===== src/rtl/cpu_op_sequencer.sv =====
// Command front-end for the cpu datapath: buffers packed instructions in a FIFO,
// presents each one to the cpu for HOLD_CYCLES clocks, then hands back the captured result.
module cpu_op_sequencer #(
  parameter int FIFO_DEPTH  = 4,
  parameter int HOLD_CYCLES = 2,
  parameter int CNT_W       = 16
) (
  input  logic             clk,
  input  logic             rst,
  input  logic             in_valid,
  output logic             in_ready,
  input  logic [48:0]      in_instr,
  output logic [4:0]       cpu_addrA,
  output logic [4:0]       cpu_addrB,
  output logic [31:0]      cpu_data,
  output logic             cpu_asel,
  output logic             cpu_bsel,
  output logic [1:0]       cpu_opsel,
  output logic [1:0]       cpu_outsel,
  output logic             cpu_oen,
  input  logic [31:0]      cpu_out,
  input  logic             cpu_over,
  output logic             res_valid,
  input  logic             res_ready,
  output logic [31:0]      res_data,
  output logic             res_over,
  output logic             busy,
  output logic [CNT_W-1:0] done_count
);

  localparam int AW = (FIFO_DEPTH > 1) ? $clog2(FIFO_DEPTH) : 1;
  localparam int HW = (HOLD_CYCLES > 1) ? $clog2(HOLD_CYCLES) : 1;

  typedef struct packed {
    logic        oen;
    logic        bsel;
    logic        asel;
    logic [1:0]  outsel;
    logic [1:0]  opsel;
    logic [4:0]  addr_a;
    logic [4:0]  addr_b;
    logic [31:0] data;
  } instr_t;

  typedef enum logic [1:0] {IDLE, ISSUE, REPORT} state_t;

  instr_t        fifo_mem [FIFO_DEPTH];
  logic [AW-1:0] wr_ptr_reg;
  logic [AW-1:0] rd_ptr_reg;
  logic [AW:0]   count_reg;
  state_t        state_reg;
  logic [HW-1:0] hold_reg;
  instr_t        head;
  logic          push;
  logic          pop;

  assign in_ready = (count_reg != (AW+1)'(FIFO_DEPTH));
  assign push     = in_valid && in_ready;
  assign pop      = (state_reg == IDLE) && (count_reg != '0);
  assign head     = fifo_mem[rd_ptr_reg];
  assign busy     = (state_reg != IDLE) || (count_reg != '0);

  // Storage carries no reset so it maps onto plain RAM; validity lives in count_reg.
  always_ff @(posedge clk) begin
    if (push) begin
      fifo_mem[wr_ptr_reg] <= instr_t'(in_instr);
    end
  end

  always_ff @(posedge clk or posedge rst) begin
    if (rst) begin
      wr_ptr_reg <= '0;
      rd_ptr_reg <= '0;
      count_reg  <= '0;
    end else begin
      if (push) begin
        wr_ptr_reg <= wr_ptr_reg + 1'b1;
      end
      if (pop) begin
        rd_ptr_reg <= rd_ptr_reg + 1'b1;
      end
      case ({push, pop})
        2'b10:   count_reg <= count_reg + 1'b1;
        2'b01:   count_reg <= count_reg - 1'b1;
        default: count_reg <= count_reg;
      endcase
    end
  end

  // The cpu_* registers double as the instruction register, so the cpu sees
  // only flop outputs and returns to NOP in the same edge that captures the result.
  always_ff @(posedge clk or posedge rst) begin
    if (rst) begin
      state_reg  <= IDLE;
      hold_reg   <= '0;
      cpu_addrA  <= '0;
      cpu_addrB  <= '0;
      cpu_data   <= '0;
      cpu_asel   <= 1'b0;
      cpu_bsel   <= 1'b0;
      cpu_opsel  <= '0;
      cpu_outsel <= '0;
      cpu_oen    <= 1'b0;
      res_valid  <= 1'b0;
      res_data   <= '0;
      res_over   <= 1'b0;
      done_count <= '0;
    end else begin
      case (state_reg)
        IDLE: begin
          if (pop) begin
            cpu_addrA  <= head.addr_a;
            cpu_addrB  <= head.addr_b;
            cpu_data   <= head.data;
            cpu_asel   <= head.asel;
            cpu_bsel   <= head.bsel;
            cpu_opsel  <= head.opsel;
            cpu_outsel <= head.outsel;
            cpu_oen    <= head.oen;
            hold_reg   <= '0;
            state_reg  <= ISSUE;
          end
        end
        ISSUE: begin
          if (hold_reg == HW'(HOLD_CYCLES - 1)) begin
            res_data   <= cpu_out;
            res_over   <= cpu_over;
            res_valid  <= 1'b1;
            cpu_addrA  <= '0;
            cpu_addrB  <= '0;
            cpu_data   <= '0;
            cpu_asel   <= 1'b0;
            cpu_bsel   <= 1'b0;
            cpu_opsel  <= '0;
            cpu_outsel <= '0;
            cpu_oen    <= 1'b0;
            state_reg  <= REPORT;
          end else begin
            hold_reg <= hold_reg + 1'b1;
          end
        end
        REPORT: begin
          if (res_ready) begin
            res_valid  <= 1'b0;
            done_count <= done_count + 1'b1;
            state_reg  <= IDLE;
          end
        end
        default: state_reg <= IDLE;
      endcase
    end
  end

endmodule

===== config.mk =====
export PLATFORM = sky130hd
export DESIGN_NAME = cpu_op_sequencer
export DESIGN_NICKNAME = d
export VERILOG_FILES = /design/src/rtl/cpu_op_sequencer.sv
export SDC_FILE = /design/constraint.sdc
export NUM_CORES = 1
export LEC_CHECK = 0
export CAP_MARGIN = 5
export CORE_MARGIN = 5
export CORE_UTILIZATION = 55
export DETAILED_ROUTE_END_ITERATION = 12
export GPL_TIMING_DRIVEN = 0
export PLACE_DENSITY = 0.9
export SYNTH_ARGS = -nofsm -noshare
export SYNTH_HDL_FRONTEND = slang
export SYNTH_SLANG_ARGS = --single-unit

===== constraint.sdc =====
create_clock -name clk -period 8.4 [get_ports clk]
set_clock_uncertainty 0.15 [all_clocks]
set_input_delay 2.52 -clock clk [delete_from_list [all_inputs] [get_ports clk]]
set_output_delay 2.52 -clock clk [all_outputs]
set_load 0.01 [all_outputs]

==> reports/results.ini <==
[run_status]
status = complete, no violations

[finish]
area_delta_synth_final_pct = 29.3
largest_register_ffs = 196
reg_top3 = fifo_mem: 196 flops, cpu_data: 32 flops, res_data: 32 flops
fillCellCount = 1339
diodes = 0
drive_gt1_share_pct = 19.0
regMostFlops = fifo_mem
fin_nets = 967

[logic_synthesis]
ys_seq_elements = 305
ys_types = 33
synth_area_um2 = 11600
synth_area_leaders = edfxtp_1 (51%), dfrtp_1 (24%), mux4_2 (9.5%)
synth.yosys.seq_area_share_pct = 74.5
syn_avg_cell_area_um2 = 17.8
syn_inst = 651
synth.largest_area_cell = edfxtp_1
yosysWarnings = 0
syn_nets = 744
synth_top_area_share_pct = 50.9

[cts]
cts_sinks = 305
cts_tree = yes
clk_pin_slew_worst_paths_ns = 0.06
numCtsBuffers = 30
root_buffer = clkbuf_16
postCtsHoldBufs = 0
cts_buffer_depth = 3
htree_levels = 1
postCtsSetupBuffers = 0
clock_latency_ns = 0.54
cts-resized-gates = 0

[sta]
fin_crit_sh_pct = 53.8
tightestPinTransition_ns = 0.791
max-slew-margin-rel_pct = 46.8
fmax_mhz = 221
rsz0062_at_grt = false
setup_viol = 0
fin_setup_tns_ns = 0
hold_ws_ns = 0.335
period_needed_ns = 4.52
finalHoldViolCount = 0
drv_slew = 0

[power_and_ir_drop]
leakagePower_nw = 5.64
max-vdd-ir-drop_mv = 0.226
p_per_area_nw_per_um2 = 374

[drt]
wl_met1_mm = 9.79
vias_per_cell = 5.48
wl_per_cell_um = 21.5
vias = 6430
antenna_left = 0
topRoutingLayerUsed = met5
routed_wl_mm = 25.2
drt_pass1_iterations = 4
drc_errors = 0
wl_met2_mm = 13.1
drtIter0Drc = 329
route.met3.wl_mm = 1.78

[floorplanning]
core_um2 = 20900
die_area_um2 = 24000
floorplan.initialDensity_pct = 55.3
die_h_um = 155
rows = 53
io_pins = 187
dieWidth_um = 155

[global_route]
grt_usage_pct = 21.2
antenna_found_initial = 1
grt-ovfl-total = 0
grt_pass1_vias = 6964
grt_pass1_wl_mm = 39.3
grt_max_degree = 66

[worst_hold_path]
hold_path.class = flop to flop

[worst_setup_path]
crit_path_max_fanout = 3
required_ns = 5.73
crit_type = flop to output pin
cp.arrival_ns = 1.85
r2r_slack_ns = 5.24
worst_setup_path_start_kind = flop
end_kind = output pin

[placement]
dp_hpwl_mm = 16.8
portBuffers = 186
gp_congestion = 0.764

[job]
maxCapViolCount = 0

layer usage:
layer,global-route usage (%),vias to the layer above
met1,26.9,3255
met5,0,-
met3,4.20,36
met2,38.3,256
li1,-,2881
met4,4.16,2
layout by cell type (no fill, tap or decap), types with 5 or more instances in the layout:
master,instances
edfxtp_1,196
clkdlybuf4s50_1,186
dfrtp_1,109
nand2_1,106
mux4_2,49
o21ai_0,49
clkbuf_16,31
mux2_4,20
buf_2,19
mux2_2,15
xnor2_1,14
clkbuf_1,12
inv_1,9
clkinv_2,9
xor2_1,7
nor2_1,6
ha_1,6
bufinv_16,6
nand3_1,5
power by group:
group	leakage [nW]	internal, mW	switching [mW]
logic	1.97	0.979	0.951
clock network	0.525	0.872	0.542
registers	3.14	2.05	0.193
path summary, 6_finish.rpt:
check / from / to / cells after the start
max: count_reg[0]$_DFFE_PP0P_ / busy / 3
min: done_count[15]$_DFFE_PP0P_ / done_count[15]$_DFFE_PP0P_ / 1
max reg2reg: state_reg[1]$_DFFE_PP0P_ / count_reg[2]$_DFFE_PP0P_ / 9
min reg2reg: done_count[15]$_DFFE_PP0P_ / done_count[15]$_DFFE_PP0P_ / 1
max in group asynchronous: rst / cpu_addrA[1]$_DFFE_PP0P_ / 3
min in group asynchronous: rst / res_data[2]$_DFFE_PP0P_ / 2
cell usage after synthesis, drive strengths merged:
library cell / count
edfxtp: 196
dfrtp: 109
nand2: 107
mux4: 49
o21ai: 49
mux2: 35
buf: 22
xnor2: 14
clkbuf: 10
inv: 10
nor2: 7
xor2: 7
and3: 6
ha: 6
nand3: 5
nand4: 4
nor3: 3
a21oi: 2
a21o: 1
and2: 1
and4: 1
fa: 1
mux2i: 1
nand4b: 1
nor2b: 1
nor4: 1
o21bai: 1
o31ai: 1
metrics by stage:
| step | worst slack (ns) | cell area [um2] | power (mW) | utilization (%) | std cells |
|---|---|---|---|---|---|
| 2_1_floorplan | 2.86 | 11600 | 3.36 | - | 651 |
| 3_3_place_gp | 1.06 | 13800 | 4.14 | 65.9 | 1112 |
| 3_5_place_dp | 3.86 | 13900 | 4.23 | 66.4 | 1117 |
| 4_1_cts | 3.82 | 14900 | 5.67 | 71.5 | 1173 |
| 5_1_grt | 3.79 | 14900 | 5.91 | 71.5 | 1173 |
| 6_report | 3.88 | 14900 | 5.59 | 71.5 | 1173 |
worst max-delay path: stages (launching register included):
cell	delay, ns
dfrtp_1	0.40
nor3_1	0.30
nand2_1	0.11
clkdlybuf4s50_1	0.52
area by class of cell:
cell class	instances	area, um2	share of cell area (%)
flip-flops and latches	305	8610	57.6
plain buffers	32	168	1.12
clock buffers	36	815	5.45
clock inverters	20	251	1.68
repair buffers	191	1970	13.2
well taps	275	344	2.30
inverters	10	40.0	0.268
multi-input cells	304	2740	18.4
cell families (layout without fill, tap and decap cells):
kind of cell | after synthesis | count (layout) | synth area share [%]
AOI/OAI and AO/OA | 54 | 54 | 2.40
xor gates and xnor gates | 21 | 21 | 1.59
and+or+nand+nor | 137 | 137 | 5.19
DFF | 305 | 305 | 74.5
muxes | 85 | 85 | 13.7
buffers and inverters | 42 | 289 | 1.78
adders and majority gates | 7 | 7 | 0.823
(Power assumes the default switching activity.)
